### src/rtl/mem_pkg.sv
// Shared definitions for the MEM-stage load/store unit: funct3 codes,
// FSM state encoding and the store lane-merge helper.
package mem_pkg;

    localparam logic [2:0] F3_B  = 3'b000;
    localparam logic [2:0] F3_H  = 3'b001;
    localparam logic [2:0] F3_W  = 3'b010;
    localparam logic [2:0] F3_BU = 3'b100;
    localparam logic [2:0] F3_HU = 3'b101;

    localparam logic [0:0] ST_IDLE  = 1'b0;
    localparam logic [0:0] ST_WRITE = 1'b1;

    // Replace the addressed byte or halfword of word with the low bits of wdata.
    function automatic logic [31:0] merge_lane(input logic [31:0] word,
                                               input logic [1:0]  lane,
                                               input logic        is_half,
                                               input logic [31:0] wdata);
        logic [31:0] merged;
        merged = word;
        if (is_half) begin
            if (lane[1]) begin
                merged[31:16] = wdata[15:0];
            end else begin
                merged[15:0] = wdata[15:0];
            end
        end else begin
            case (lane)
                2'd0:    merged[7:0]   = wdata[7:0];
                2'd1:    merged[15:8]  = wdata[7:0];
                2'd2:    merged[23:16] = wdata[7:0];
                2'd3:    merged[31:24] = wdata[7:0];
                default: merged = word;
            endcase
        end
        return merged;
    endfunction

endpackage

### src/rtl/load_extend.sv
// Combinational load lane select and sign/zero extension of a data-memory word.
module load_extend
    import mem_pkg::*;
(
    input  logic [31:0] dm_dout,
    input  logic [1:0]  addr_lo,
    input  logic [2:0]  funct3,
    output logic [31:0] ld_rdata
);

    logic [7:0]  byte_s;
    logic [15:0] half_s;

    // Pick the addressed lane; halfwords only honour addr_lo[1].
    always_comb begin
        byte_s = 8'h00;
        case (addr_lo)
            2'd0:    byte_s = dm_dout[7:0];
            2'd1:    byte_s = dm_dout[15:8];
            2'd2:    byte_s = dm_dout[23:16];
            2'd3:    byte_s = dm_dout[31:24];
            default: byte_s = 8'h00;
        endcase
        if (addr_lo[1]) begin
            half_s = dm_dout[31:16];
        end else begin
            half_s = dm_dout[15:0];
        end
    end

    // Extend according to width/sign field; unknown encodings return zero.
    always_comb begin
        ld_rdata = 32'h0000_0000;
        case (funct3)
            F3_B:    ld_rdata = {{24{byte_s[7]}}, byte_s};
            F3_BU:   ld_rdata = {24'h00_0000, byte_s};
            F3_H:    ld_rdata = {{16{half_s[15]}}, half_s};
            F3_HU:   ld_rdata = {16'h0000, half_s};
            F3_W:    ld_rdata = dm_dout;
            default: ld_rdata = 32'h0000_0000;
        endcase
    end

endmodule

### src/rtl/mem_access_unit.sv
// MEM-stage load/store unit converting RV32I sub-word accesses into word accesses.
// Optional macro MISALIGN_TRAP_EN flags and suppresses misaligned H/W accesses.
module mem_access_unit
    import mem_pkg::*;
#(
    parameter int ADDR_W = 32,
    parameter int DATA_W = 32
) (
    input  logic              clk,
    input  logic              rst,
    input  logic              req_valid,
    input  logic              req_we,
    input  logic [2:0]        req_funct3,
    input  logic [ADDR_W-1:0] req_addr,
    input  logic [DATA_W-1:0] req_wdata,
    output logic [DATA_W-1:0] ld_rdata,
    output logic              stall,
    output logic              misalign,
    output logic [ADDR_W-1:0] dm_addr,
    output logic [DATA_W-1:0] dm_din,
    output logic              dm_we,
    input  logic [DATA_W-1:0] dm_dout
);

    logic [0:0]        state_r;
    logic [0:0]        state_nxt_s;
    logic [ADDR_W-1:0] held_addr_r;
    logic [DATA_W-1:0] held_word_r;
    logic [ADDR_W-1:0] word_addr_s;
    logic [DATA_W-1:0] ext_s;
    logic              f3_ok_s;
    logic              f3_half_s;
    logic              f3_word_s;
    logic              misalign_s;
    logic              capture_s;

    assign word_addr_s = {req_addr[ADDR_W-1:2], 2'b00};

    // Classify the width field.
    always_comb begin
        f3_ok_s   = 1'b0;
        f3_half_s = 1'b0;
        f3_word_s = 1'b0;
        case (req_funct3)
            F3_B, F3_BU: f3_ok_s = 1'b1;
            F3_H, F3_HU: begin
                f3_ok_s   = 1'b1;
                f3_half_s = 1'b1;
            end
            F3_W: begin
                f3_ok_s   = 1'b1;
                f3_word_s = 1'b1;
            end
            default: f3_ok_s = 1'b0;
        endcase
    end

`ifdef MISALIGN_TRAP_EN
    assign misalign_s = req_valid && !rst && (state_r == ST_IDLE) &&
                        ((f3_half_s && req_addr[0]) ||
                         (f3_word_s && (req_addr[1:0] != 2'b00)));
`else
    assign misalign_s = 1'b0;
`endif

    load_extend u_load_extend (
        .dm_dout  (dm_dout),
        .addr_lo  (req_addr[1:0]),
        .funct3   (req_funct3),
        .ld_rdata (ext_s)
    );

    // Datapath steering and FSM next state.
    always_comb begin
        dm_addr     = word_addr_s;
        dm_din      = req_wdata;
        dm_we       = 1'b0;
        stall       = 1'b0;
        ld_rdata    = '0;
        capture_s   = 1'b0;
        state_nxt_s = ST_IDLE;
        if (state_r == ST_WRITE) begin
            // Second half of read-modify-write; a reset here drops the commit.
            dm_addr = held_addr_r;
            dm_din  = held_word_r;
            dm_we   = !rst;
        end else if (rst || misalign_s || !req_valid || !f3_ok_s) begin
            dm_we = 1'b0;
        end else if (!req_we) begin
            ld_rdata = ext_s;
        end else if (f3_word_s) begin
            dm_we = 1'b1;
        end else if (req_funct3 == F3_B || req_funct3 == F3_H) begin
            stall       = 1'b1;
            capture_s   = 1'b1;
            state_nxt_s = ST_WRITE;
        end else begin
            dm_we = 1'b0;
        end
    end

    assign misalign = misalign_s;

    // FSM state and held store word/address.
    always_ff @(posedge clk) begin
        if (rst) begin
            state_r     <= ST_IDLE;
            held_addr_r <= '0;
            held_word_r <= '0;
        end else begin
            state_r <= state_nxt_s;
            if (capture_s) begin
                held_addr_r <= word_addr_s;
                held_word_r <= merge_lane(dm_dout, req_addr[1:0], f3_half_s, req_wdata);
            end else begin
                held_addr_r <= held_addr_r;
                held_word_r <= held_word_r;
            end
        end
    end

endmodule

### config.mk
export PLATFORM = sky130hd
export DESIGN_NAME = mem_access_unit
export DESIGN_NICKNAME = d
export VERILOG_FILES = /design/src/rtl/mem_pkg.sv /design/src/rtl/load_extend.sv /design/src/rtl/mem_access_unit.sv
export SDC_FILE = /design/constraint.sdc
export NUM_CORES = 1
export LEC_CHECK = 0
export CORE_MARGIN = 2
export CORE_UTILIZATION = 44
export CTS_CLUSTER_SIZE = 28
export DETAILED_ROUTE_END_ITERATION = 10
export PLACE_DENSITY = 0.81
export SLEW_MARGIN = 20
export SYNTH_ARGS = -nofsm -noshare
export SYNTH_HDL_FRONTEND = slang
export SYNTH_HIERARCHICAL = 1
export SYNTH_SLANG_ARGS = --single-unit
### constraint.sdc
create_clock -name clk -period 2.75 [get_ports clk]
set_clock_uncertainty 0.1 [all_clocks]
set_input_delay 0.6875 -clock clk [delete_from_list [all_inputs] [get_ports clk]]
set_output_delay 0.6875 -clock clk [all_outputs]
set_load 0.1 [all_outputs]
==> results.md, run 1 <==
* Sequential share of the synthesized area at roughly a quarter
* Number of global-route vias before repair at 6054
* Die width at about 110 um
* Routed wire per std cell at about 21 um
* Status: finished with violations
* First-pass GRT wire length at ~32000 um
* Clock tree buffer depth at 2
* Worst endpoint required time at around 2 ns
* Initial DRC count at between 600 and 700
* CTS sink cnt at 63
* CTS Root Cell: clkbuf_16
* Worst Tran Pin Value at around 0.64 ns
* VDD IR max at 336.4 uV
* Post-synthesis adder-cell area fraction at 0%
* Highest Signal Layer: met4
* # fillers at 622
* DR WL met2 at around 10000 um
* I/O Buffers at between 150 and 200
* Final Max Slew Viols at 0
* Post-Route WL at around 21000 um
* Hold Vio Cnt, Final at 0
* RSZ-0062 raised after global routing: true
* H-Tree Depth at 3
* Starting density of the core at ~46%
* Synthesized area at ~5000 um^2
* Nets at around 950
* Die Y at roughly 110 um
* Hold WS at about 0.36 ns
* Main combinational cell family by area after synthesis: simple AND/OR/NAND/NOR gates
* Async set-reset flop share out of synthesis at 0%
* Pre-antenna DRT Iters at 6
* Gp weighted congestion at 0.9104
* Min-delay worst type: flop to flop
* Xor/xnor share of the synthesized area at 0%
* Post-synth top area cell: dfxtp_1
* Metal-1 WL at roughly 8000 um
* Top cells by area, synth: dfxtp_1 25%, mux2_2 16%, nand2_1 9.4%
* HPWL Detailed at about 15000 um
* Most frequent cell after synthesis: nand2_1
* Post-route ant nets at 0
* FF+latch area at between 1000 and 1500 um^2
* Critical Path Fanout Max at 7
* Ports at 202
* Row count at 38
* Setup WS pre-CTS at -0.6319 ns
* Area share of and/or/nand/nor cells after synthesis at between 20% and 30%
* Total gr overflow at 0
* Pin count of the biggest net entering global routing at between 60 and 70
* Diodes inserted at 0
* LEAKAGE at a little under 4 nW
* Pwr dens at between 400 and 500 nW/um^2
* Max-cap viol count at 0
* Post-synth EDFFs at 0
* Reg clk slew, reported paths at about 0.06 ns
* Multi-input logic area at 3626 um^2
* CP endpoint kind: primary output
* Remaining routing DRC violations at 0
* Minimum clock period at 2.839 ns
* Via Count at between 5000 and 6000
* Layout area overhead at 84.29%
* Core area at between 10000 and 15000 um^2
* Initial antenna violation count at 0
* Crit path arrival time at between 2 and 2.5 ns
* Finished Cell Area at ~9200 um^2
* Met3 wire length at ~1900 um
* CTS Buf Count at 9
* Failing checks: setup timing
* CTS tree: done
* Clock latency on the worst-skew pair at about 0.34 ns
* Most used DFF post-synth: dfxtp_1
* WS Path Type: input pin to primary output
* Count of different cell masters after synthesis at 45
* All-Layer GR Usage at between 30% and 40%
* Highest Clock Rate at between 300 and 400 MHz
* Final setup vio count at 26
* Via density per instance at between 5 and 6
* Flip-flop and latch count after synthesis at between 60 and 70
* Slew margin rel. at 57.60%
* Ys Warns at 6
* Cell Area, Placed at 8502 um^2
* Synth top area share at approximately 25%
* Layout cell share with drive strength beyond 1 at a little over two fifths
* Startpoint type of the worst setup path: input pin
* Post-synth top cells: 125 x nand2_1, 72 x mux2_2, 63 x dfxtp_1
* Die ar. at between 10000 and 15000 um^2
* Mean Syn Cell Area at between 8 and 9 um^2
* Mux contribution to synthesized area at ~20%
* Final Cycle Share at 103.2%
* Compound-Gate Fraction of Synth Area at roughly 22%
* Gate Count Post-Synth at a little over 600
* Setup ws final at -0.08895 ns
worst max-delay path, stage by stage:
cell and delay, ns:
buf_12 0.11, mux2_4 0.31, a22oi_4 0.25, buf_6 0.14, buf_12 0.12, a211oi_1 0.07, and2_2 0.19, buf_12 0.16
through the flow:
| step | std cells | power [W] | utilization [%] | setup TNS (ns) |
|---|---|---|---|---|
| after global placement | 963 | 0.002378 | 77.75 | -37.60 |
| after detailed placement | 963 | 0.002402 | 77.75 | -42.38 |
| after CTS | 995 | 0.003696 | 83.51 | -0.9687 |
| after floorplan | 608 | 0.001776 | - | 0 |
| after global routing | 995 | 0.003824 | 84.18 | -2.340 |
| final | 995 | 0.003729 | 84.18 | -1.363 |
cells in the final DEF, fill, tap and decap left out, drive strengths merged, types with 2 or more instances in the layout:
master,netlist,routed
clkbuf,28,12
o221ai,7,7
mux2,73,73
dlygate4sd2,0,18
bufinv,0,2
or4bb,7,7
a21oi,17,17
a21boi,2,2
inv,2,3
clkinv,1,3
nand3,8,8
nor3b,2,2
a311o,8,8
and2,32,32
a211o,8,8
nand2,125,125
mux2i,15,15
nand2b,3,3
conb,1,3
nor2b,18,18
a311oi,16,16
clkdlybuf4s50,0,65
a22oi,25,25
nor2,20,20
nand3b,31,31
clkdlybuf4s15,0,2
buf,36,206
dlymetal6s2s,0,2
a222oi,7,7
dfxtp,63,63
o21ai,12,12
a211oi,32,32
cells by family (layout without fill, tap and decap cells):
family | Yosys count | after routing
AO/OA/AOI/OAI | 137 | 137
buffers and inverters | 67 | 314
flip-flops | 63 | 63
multiplexers | 88 | 88
other | 1 | 3
AND/OR/NAND/NOR | 250 | 250
state kept, by name, indices dropped and copies added, names as in the netlist:
name,flops
held_word_r,32
held_addr_r,30
state_r,1
final cells by class:
class / instances / share of cell area (%)
Tap cell: 140 / 1.903
Sequential cell: 63 / 13.71
Clock buffer: 10 / 2.487
Timing Repair Buffer: 295 / 41.28
Inverter: 3 / 0.2039
Clock inverter: 6 / 1.019
Multi-Input combinational cell: 478 / 39.39
per-layer routing:
layer	vias up	global-route usage (%)
met5	-	0
met4	0	15.58
met3	78	7.355
met2	356	55.46
met1	2816	39.99
li1	2701	-
repair_timing:
item | in CTS | in global routing
setup buffers | 11 | 1
gates cloned | 6 | 1
hold buffers | 0 | 0
setup endpoints to repair | 74 | 32
pin swaps | 33 | 29
resized for setup | 135 | 33
power by group:
part | switching (W) | internal (W)
Sequential | 0.0000105 | 0.000932
Clock | 0.000441 | 0.000800
Combinational | 0.000902 | 0.000645
Total | 0.00135 | 0.00238
worst paths after layout:
path | start | endpoint | slack [ns] | cells after the start
max | req_addr[0] | ld_rdata[28] | -0.09 | 8
min | held_word_r[27]$_SDFFE_PP0P_ | held_word_r[27]$_SDFFE_PP0P_ | 0.36 | 2
max reg2reg | state_r$_SDFF_PP0_ | held_addr_r[8]$_SDFFE_PP0P_ | 0.68 | 6
min reg2reg | held_word_r[27]$_SDFFE_PP0P_ | held_word_r[27]$_SDFFE_PP0P_ | 0.36 | 2
Note: power is estimated with default switching activity, not from simulation.
==> run 2: changes to the inputs <==
--- a/config.mk
+++ b/config.mk
@@ -5,11 +5,13 @@
 export SDC_FILE = /design/constraint.sdc
 export NUM_CORES = 1
 export LEC_CHECK = 0
+export CAP_MARGIN = 20
 export CORE_MARGIN = 2
 export CORE_UTILIZATION = 44
 export CTS_CLUSTER_SIZE = 28
 export DETAILED_ROUTE_END_ITERATION = 10
 export PLACE_DENSITY = 0.81
+export REMOVE_ABC_BUFFERS = 1
 export SLEW_MARGIN = 20
 export SYNTH_ARGS = -nofsm -noshare
 export SYNTH_HDL_FRONTEND = slang
==> run 2 against run 1 <==
Effect of this change: the run still ends with setup timing left; non-clock buffer count up 10; routed wire length up 6.7%; setup slack worse by 0.17 ns; maximum frequency down 5.7%; power up 2.6%; critical path depth down 1; first-iteration DRC count down 9.0%; register-to-register slack worse by 0.10 ns; design area up 0.86%; hold slack worse by 0.0017 ns; combinational power about the same; sequential cell count unchanged; highest routed layer is now met5.
==> results.md, run 2 (synthesis gave the netlist of run 1 again) <==
* Sequential power share at 24.7% (was 25.3%)
* Hold Vio Cnt, Final at 0 (unchanged)
* Max reg flops at 32 (unchanged)
* Setup WS pre-CTS at -0.6627 ns (was -0.6319 ns)
* Biggest regs: held_word_r x32, held_addr_r x30, state_r x1 (unchanged)
* Nets at 963 (was 953)
* Layout cell share with drive strength beyond 1 at 44.74% (was 43.98%)
* Clock tree buffer depth at 2 (unchanged)
* CTS Buf Count at 9 (unchanged)
* Final Cycle Share at 109.4% (was 103.2%)
* Max-cap viol count at 0 (unchanged)
* Crit path max-delay cell type: a222oi_1 (was mux2_4)
* Die Y at 110.5 um (unchanged)
* Leading cell type in the layout, fill and taps excluded: nand2_1 (unchanged)
* LEAKAGE at 3.863 nW (was 3.849 nW)
* Status: finished with violations (unchanged)
* Worst Tran Pin Value at 0.6987 ns (was 0.6360 ns)
* Remaining routing DRC violations at 0 (unchanged)
* CP max stage delay at 0.45 ns (was 0.31 ns)
* Top delay family on crit path: compound AO/OA/AOI/OAI gates (was buffers and inverters)
* Die ar. at 12220 um^2 (unchanged)
* Sw Pwr at 0.001368 W (was 0.001353 W)
* Startpoint type of the worst setup path: input pin (unchanged)
* I/O Buffers at 198 (unchanged)
* Initial antenna violation count at 1 (was 0)
* Pwr dens at 412.1 nW/um^2 (was 405.1 nW/um^2)
* Via density per instance at 6.131 (was 5.981)
* Internal at 0.002458 W (was 0.002376 W)
* Diodes inserted at 0 (unchanged)
* Cells after DPL at 971 (was 963)
* Minimum clock period at 3.009 ns (was 2.839 ns)
* Post-route ant nets at 0 (unchanged)
* CTS sink cnt at 63 (unchanged)
* Via Count at 6162 (was 5951)
* Pin count of the biggest net entering global routing at 64 (unchanged)
* Critical Path Most Common Cell: buf_6 (was buf_12)
* Failing checks: setup timing (unchanged)
* Number of global-route vias before repair at 6474 (was 6054)
* Critical Path Fanout Max at 7 (unchanged)
* Most flops, register: held_word_r (unchanged)
* CTS tree: done (unchanged)
* Final setup vio count at 32 (was 26)
* Starting density of the core at 45.68% (unchanged)
* Highest Clock Rate at 332.3 MHz (was 352.2 MHz)
* H-Tree Depth at 3 (unchanged)
* Final Max Slew Viols at 0 (unchanged)
* Combinational share of power at 40.6% (was 41.5%)
* VDD IR max at 379.5 uV (was 336.4 uV)
* Setup TNS at -4.234 ns (was -1.363 ns)
* Reg clk slew, reported paths at 0.06 ns (about the same)
* Worst-path cell chain: buf_6 -> buf_6 -> or3b_4 -> o221ai_2 -> a222oi_1 -> and2_1 -> buf_12 (was buf_12 -> mux2_4 -> a22oi_4 -> buf_6 -> buf_12 -> a211oi_1 -> and2_2 -> buf_12)
* Setup ws final at -0.2591 ns (was -0.08895 ns)
* Ports at 202 (unchanged)
* Gp weighted congestion at 0.9271 (was 0.9104)
* CP bufs+invs at 3 (was 4)
* Die width at 110.5 um (unchanged)
* Post-Route WL at 22580 um (was 21150 um)
* Slew margin rel. at 53.42% (was 57.60%)
* Min-delay worst type: flop to flop (unchanged)
* RSZ-0062 raised after global routing: true (unchanged)
* Core area at 10940 um^2 (unchanged)
* Crit path arrival time at 2.22 ns (was 2.05 ns)
* Initial DRC count at 558 (was 613)
* Total gr overflow at 0 (unchanged)
* WS Path Type: input pin to primary output (unchanged)
* Pre-antenna DRT Iters at 6 (unchanged)
* Row count at 38 (unchanged)
* First-pass GRT wire length at 35760 um (was 32470 um)
* Clock share of power at 34.7% (was 33.3%)
* Clock latency on the worst-skew pair at 0.32 ns (was 0.34 ns)
* Most frequent cells in the layout: 125 x nand2_1, 98 x buf_12, 86 x buf_4 (was 125 x nand2_1, 102 x buf_12, 74 x buf_4)
* Layout area overhead at 85.87% (was 84.29%)
* Worst endpoint required time at 1.96 ns (about the same)
* Switch share at 35.75% (was 36.29%)
* CTS Root Cell: clkbuf_16 (unchanged)
* Non-Filler Instances at 1005 (was 995)
* All-Layer GR Usage at 36.29% (was 33.01%)
* CTS Hold Bufs at 0 (unchanged)
* Final Total Pwr at 0.003826 W (was 0.003729 W)
* HPWL Detailed at 15420 um (was 14980 um)
* CP endpoint kind: primary output (unchanged)
* Routed wire per std cell at 22.46 um (was 21.26 um)
-- run 2: cell count changes in the layout (fill, tap and decap cells not counted), sizes merged --
cell	before	now
dlygate4sd2	18	24
buf	206	209
clkbuf	12	9
clkdlybuf4s50	65	68
bufinv	2	3
clkdlybuf4s15	2	3
dlymetal6s2s	2	1
-- run 2: worst paths after layout --
path,from,cells past startpoint,end,slack (ns)
min reg2reg,held_word_r[13]$_SDFFE_PP0P_,2,held_word_r[13]$_SDFFE_PP0P_,0.36
min,held_word_r[13]$_SDFFE_PP0P_,2,held_word_r[13]$_SDFFE_PP0P_,0.36
max reg2reg,state_r$_SDFF_PP0_,6,held_word_r[16]$_SDFFE_PP0P_,0.58
max,req_addr[0],7,ld_rdata[2],-0.26
-- run 2: power by group through the flow --
stage | logic, W | registers (W) | clock network [W]
after CTS | 0.00153 | 0.000943 | 0.00134
after detailed placement | 0.00144 | 0.000962 | 0
after floorplan | 0.000742 | 0.000961 | 0
final | 0.00155 | 0.000944 | 0.00133
after global placement | 0.00142 | 0.000960 | 0
after global routing | 0.00160 | 0.000945 | 0.00137
-- run 2: timing repair --
item                                    in CTS  in global routing
endpoints found under the setup margin      33                 32
pin swaps                                   54                 16
resized for setup                          147                 19
gates cloned                                 6                  0
buffers inserted                            17                  0
-- run 2: worst reg2reg max path, cell delays in order (launching register included) --
cell and delay (ns):
dfxtp_2 0.38, or4_4 0.61, inv_4 0.10, buf_4 0.11
buf_4 0.30, nor2_1 0.11, a311oi_1 0.34
-- run 2: layout make-up --
type	instances	area, um^2
timing repair buffer	305	3786
multi-input combinational	478	3696
fill	613	1652
sequential	63	1262
clock buffer	9	225.2
tap	140	175.2
clock inverter	7	120.1
inverter	3	18.77
-- run 2: stage by stage --
step	utilization (%)	hold WS, ns	instance area [um^2]
floorplan	-	0.3268	4646
global placement	77.49	0.3409	8474
detailed placement	77.49	0.3472	8474
CTS	84.71	0.3606	9264
global route	84.90	0.3874	9284
finish	84.90	0.3608	9284
-- run 2: per-layer routing --
| layer | global-route usage [%] | wire length, um | up-vias |
|---|---|---|---|
| li1 | - | - | 2712 |
| met1 | 41.36 | 8294 | 2975 |
| met2 | 65.19 | 11510 | 391 |
| met3 | 8.178 | 1814 | 82 |
| met4 | 14.83 | 943 | 2 |
| met5 | 0 | 17 | - |
